## config.mk

```make
export PLATFORM = sky130hd
export DESIGN_NAME = btn_start_pulse_gen
export DESIGN_NICKNAME = d
export VERILOG_FILES = /design/src/rtl/btn_start_pulse_gen.sv
export SDC_FILE = /design/constraint.sdc
export NUM_CORES = 1
export LEC_CHECK = 0
export ABC_AREA = 1
export CELL_PAD_IN_SITES_DETAIL_PLACEMENT = 2
export CELL_PAD_IN_SITES_GLOBAL_PLACEMENT = 2
export CORE_MARGIN = 3
export CORE_UTILIZATION = 30
export CTS_CLUSTER_SIZE = 20
export DETAILED_ROUTE_END_ITERATION = 12
export HOLD_SLACK_MARGIN = 0.03
export PLACE_DENSITY = 0.82
export SYNTH_ARGS = -nofsm -noshare
export SYNTH_HDL_FRONTEND = slang
export SYNTH_SLANG_ARGS = --single-unit
```

## constraint.sdc

```tcl
create_clock -name clk -period 3.01 [get_ports clk]
set_input_delay 0.4515 -clock clk [delete_from_list [all_inputs] [get_ports clk]]
set_output_delay 0.4515 -clock clk [all_outputs]
set_load 0.01 [all_outputs]
```

## src/rtl/btn_start_pulse_gen.sv

```systemverilog
// btn_start_pulse_gen: synchronise and debounce a push-button, emit one start pulse per confirmed press
//
// Ports:
//   clk         system clock
//   rst         asynchronous active-low reset
//   btn_in      raw asynchronous button, active-high
//   lock        1 suppresses start_pulse; a suppressed press is dropped, not deferred
//   start_pulse registered single-cycle pulse per accepted press
//   btn_level   debounced button level (HELD or RELEASE_DB)
//   press_cnt   count of emitted start_pulses, wraps at 256
//
// Optional feature: define BTN_REPEAT_EN for auto-repeat pulses while held.
module btn_start_pulse_gen #(
    parameter int DB_CYCLES     = 2_000_000,
    parameter int CNT_W         = 32,
    parameter int REPEAT_DELAY  = 50_000_000,
    parameter int REPEAT_PERIOD = 20_000_000
) (
    input  logic       clk,
    input  logic       rst,
    input  logic       btn_in,
    input  logic       lock,
    output logic       start_pulse,
    output logic       btn_level,
    output logic [7:0] press_cnt
);
    typedef enum logic [1:0] {IDLE, PRESS_DB, HELD, RELEASE_DB} state_t;

    localparam logic [CNT_W-1:0] DB_LAST = CNT_W'(DB_CYCLES - 1);
    localparam logic [CNT_W-1:0] ONE     = CNT_W'(1);

    state_t           state_q, state_d;
    logic [CNT_W-1:0] db_q, db_d;
    logic             sync1_q, s_q;
    logic             pulse_q, pulse_d;
    logic [7:0]       cnt_q;
    logic             confirm;
    logic             fire;

    always_ff @(posedge clk or negedge rst) begin
        if (!rst) begin
            sync1_q <= 1'b0;
            s_q     <= 1'b0;
            state_q <= IDLE;
            db_q    <= '0;
            pulse_q <= 1'b0;
            cnt_q   <= '0;
        end else begin
            sync1_q <= btn_in;
            s_q     <= sync1_q;
            state_q <= state_d;
            db_q    <= db_d;
            pulse_q <= pulse_d;
            cnt_q   <= cnt_q + {7'd0, pulse_d};
        end
    end

    always_comb begin
        state_d = state_q;
        db_d    = db_q;
        confirm = 1'b0;
        case (state_q)
            IDLE: begin
                if (s_q) begin
                    state_d = PRESS_DB;
                    db_d    = ONE;
                end
            end
            PRESS_DB: begin
                if (!s_q) begin
                    state_d = IDLE;
                    db_d    = '0;
                end else if (db_q == DB_LAST) begin
                    state_d = HELD;
                    db_d    = '0;
                    confirm = 1'b1;
                end else begin
                    db_d = db_q + ONE;
                end
            end
            HELD: begin
                if (!s_q) begin
                    state_d = RELEASE_DB;
                    db_d    = ONE;
                end
            end
            RELEASE_DB: begin
                if (s_q) begin
                    state_d = HELD;
                    db_d    = '0;
                end else if (db_q == DB_LAST) begin
                    state_d = IDLE;
                    db_d    = '0;
                end else begin
                    db_d = db_q + ONE;
                end
            end
            default: begin
                state_d = IDLE;
                db_d    = '0;
            end
        endcase
    end

`ifdef BTN_REPEAT_EN
    localparam logic [CNT_W-1:0] RP_FIRST = CNT_W'(REPEAT_DELAY - 1);
    localparam logic [CNT_W-1:0] RP_NEXT  = CNT_W'(REPEAT_PERIOD - 1);

    logic [CNT_W-1:0] rp_q, rp_d;
    logic             rep_q, rep_d;
    logic             rp_fire;

    // rp_q counts cycles spent staying in HELD; any exit (or bounce) clears it
    always_comb begin
        rp_fire = 1'b0;
        rp_d    = '0;
        rep_d   = 1'b0;
        if (state_q == HELD && s_q) begin
            rp_fire = rp_q == (rep_q ? RP_NEXT : RP_FIRST);
            rp_d    = rp_fire ? '0 : rp_q + ONE;
            rep_d   = rep_q | rp_fire;
        end
    end

    always_ff @(posedge clk or negedge rst) begin
        if (!rst) begin
            rp_q  <= '0;
            rep_q <= 1'b0;
        end else begin
            rp_q  <= rp_d;
            rep_q <= rep_d;
        end
    end

    assign fire = confirm | rp_fire;
`else
    logic unused_rp;
    assign unused_rp = REPEAT_DELAY[0] ^ REPEAT_PERIOD[0];
    assign fire      = confirm;
`endif

    // lock drops the request outright; nothing is remembered for later
    assign pulse_d     = fire & ~lock;
    assign start_pulse = pulse_q;
    assign btn_level   = state_q == HELD || state_q == RELEASE_DB;
    assign press_cnt   = cnt_q;
endmodule

```

==> flow_summary.toml <==
[run_status]
status = "complete, no violations"

[routing]
drcViolationCount = 0
drt-initial-drc-count = 60
vias = 2433
drt_first_pass_iters = 4
postRouteAntennaNets = 0
detail_route.vias_per_cell = 4.886
wire_per_inst_um = 17.48
wl_um = 8703

[timing]
worst_pin_slew_ns = 1.093
grt_setup_unrepaired = "no"
final_hold_viol_count = 0
skew_ns = 0.01073
period_minus_slack_ns = 2.714
maxSlewViolCount = 0
fmax_ghz = 0.3684
finalSetupViolations = 0
whs_ns = 0.3464
final.setup.tns_ns = 0
slew_headroom_pct = 27.16
period_share_pct = 90.18

[grt]
overflow = 0
grt_usage_pct = 18.98
grt_pass1_vias = 2786
antenna_found_initial = 0
grt_max_degree = 46
grt_pass1_wl_um = 14950

[clock_tree]
cts_hold_buf = 0
cts_tree = "done"
cts_root_buffer = "clkbuf_8"
cts_buffer_depth = 2
cts_sinks = 45
htreeDepth = 2
cts_buffers = 5
post_cts_buffers = 0
cts.clk_slew.worst_paths_ns = 0.10
cts_resized = 0
clock_latency_ns = 0.31

[setup_path]
crit_type = "register to register"
critPathRequiredTime_ns = 3.22
critPathArrivalTime_ns = 2.92
cp-end-kind = "register"
worstPathMaxFanout = 5
critPathLaunchType = "register"

[floorplanning]
io_pins = 14
die_area_um2 = 10010
start_util_pct = 31.65
die_w_um = 100.0
core-area_um2 = 8382
rows = 33
dieHeight_um = 100.0

[synthesis]
netlist_instances = 375
yosysWarnings = 0
synth_cell_types = 24
syn_area_um2 = 2653
synth-seq-area-share_pct = 42.45
avgSynthCellArea_um2 = 7.073
syn_nets = 382
synth-seq-cells = 45

[placement]
globalplace.congestion = 0.8087
portBuffers = 13
hpwl_um = 6831

[layout]
nFillCells = 1018
multi_input_area_um2 = 1383
finish.utilization_pct = 35.69
nets = 399
seqCellArea_um2 = 1126
syn2layout_area_growth_pct = 12.78
layout-drive-gt1-share_pct = 6.107
num_antenna_cells = 0

[pwr]
p_per_area_nw_per_um2 = 485.6
peakVddDrop_uv = 253.9
p_leak_nw = 1.262

[worst_hold_path]
holdCritPathClass = "input pin to asynchronous set/reset pin"

[run]
cap_violations = 0
-- path summary, 6_finish.rpt --
kind | from | endpoint | slack [ns] | cells past startpoint
max | db_q[0] | press_cnt[7] | 0.30 | 10
min | rst | start_pulse | 0.35 | 1
max reg2reg | db_q[0] | press_cnt[7] | 0.30 | 10
min reg2reg | sync1_q | s_q | 0.36 | 0
max in group asynchronous | rst | db_q[28] | 2.00 | 1
min in group clk | sync1_q | s_q | 0.36 | 0
-- worst max-delay path, stage by stage (launching register included) --
cell and delay (ns):
dfrtp_1 0.43, ha_1 0.31, nand3_2 0.17, nor2_2 0.17, nand3_2 0.14, nor4_1 0.45, ha_1 0.28, nand3_1 0.12
nor3_1 0.25, nand3_1 0.15, xnor2_1 0.15
-- per-layer routing --
metal | vias to the layer above | routed length, um | global-route usage (%)
met5 | - | 0 | 0
met4 | 0 | 87 | 3.523
met3 | 7 | 162 | 2.780
met2 | 17 | 4352 | 33.25
met1 | 1208 | 4101 | 25.13
li1 | 1201 | - | -
-- cells by family after synthesis --
logic type | after synthesis | share of synthesized area (%)
buffers and inverters | 35 | 5.518
DFF | 45 | 42.45
adders and majority gates | 3 | 1.415
xor gates and xnor gates | 22 | 7.264
and+or+nand+nor | 243 | 37.55
AOI/OAI and AO/OA | 27 | 5.802
-- metrics by stage --
stage               power, mW  std cells  worst slack, ns  instance area (um2)
global route            1.544        498          0.07117                 2992
CTS                     1.467        498           0.2998                 2992
detailed placement      1.054        490           0.3111                 2897
floorplan              0.9155        375           0.8377                 2653
finish                  1.453        498           0.2957                 2992
global placement        1.040        490           0.5345                 2897
-- cells in the mapped netlist --
cell type,count,area [um2]
nand3_1,23,115.1
nor2_1,56,210.2
nand3_2,2,20.02
nand2_1,146,548.0
buf_6,2,22.52
o22ai_1,2,12.51
dfrtp_1,45,1126
o21ai_1,7,35.03
o21ai_0,15,75.07
xor2_1,14,122.6
nand4_1,3,18.77
o21bai_4,1,18.77
clkbuf_1,4,15.01
inv_1,29,108.9
a21oi_1,1,5.000
nor3_1,2,10.01
nor2_2,6,37.54
xnor2_1,8,70.07
o31ai_1,1,7.510
ha_1,3,37.54
nor2_4,1,11.26
nor4_1,1,6.260
or2_2,1,6.260
and2_1,2,12.51
-- area by class of cell --
class	count	area share, %
Inverter	29	3.639
Clock buffer	5	2.300
Timing Repair Buffer	16	4.935
Clock inverter	3	0.8783
Sequential cell	45	37.64
Tap cell	105	4.391
Multi-Input combinational cell	295	46.22
-- where the power goes --
part / switching (mW) / leakage, nW / total (mW) / internal, mW
combinational: 0.267 / 0.607 / 0.363 / 0.0962
clock: 0.242 / 0.0487 / 0.412 / 0.170
sequential: 0.0421 / 0.606 / 0.678 / 0.636
-- sequential cells by signal, summed over array words and instances (netlist names), named ones only --
register and flops:
s_q 1, db_q 32, sync1_q 1, start_pulse 1, press_cnt 8, state_q 1
-- cell usage in the layout, fill, tap and decap left out, types with 5 or more instances in the layout --
master / synthesis / final
clkbuf_8: 0 / 5
clkdlybuf4s50_1: 0 / 12
dfrtp_1: 45 / 45
inv_1: 29 / 29
nand2_1: 146 / 146
nand3_1: 23 / 23
nor2_1: 56 / 55
nor2_2: 6 / 7
o21ai_0: 15 / 15
o21ai_1: 7 / 7
xnor2_1: 8 / 8
xor2_1: 14 / 14
Note: power is estimated with default switching activity, not from simulation.
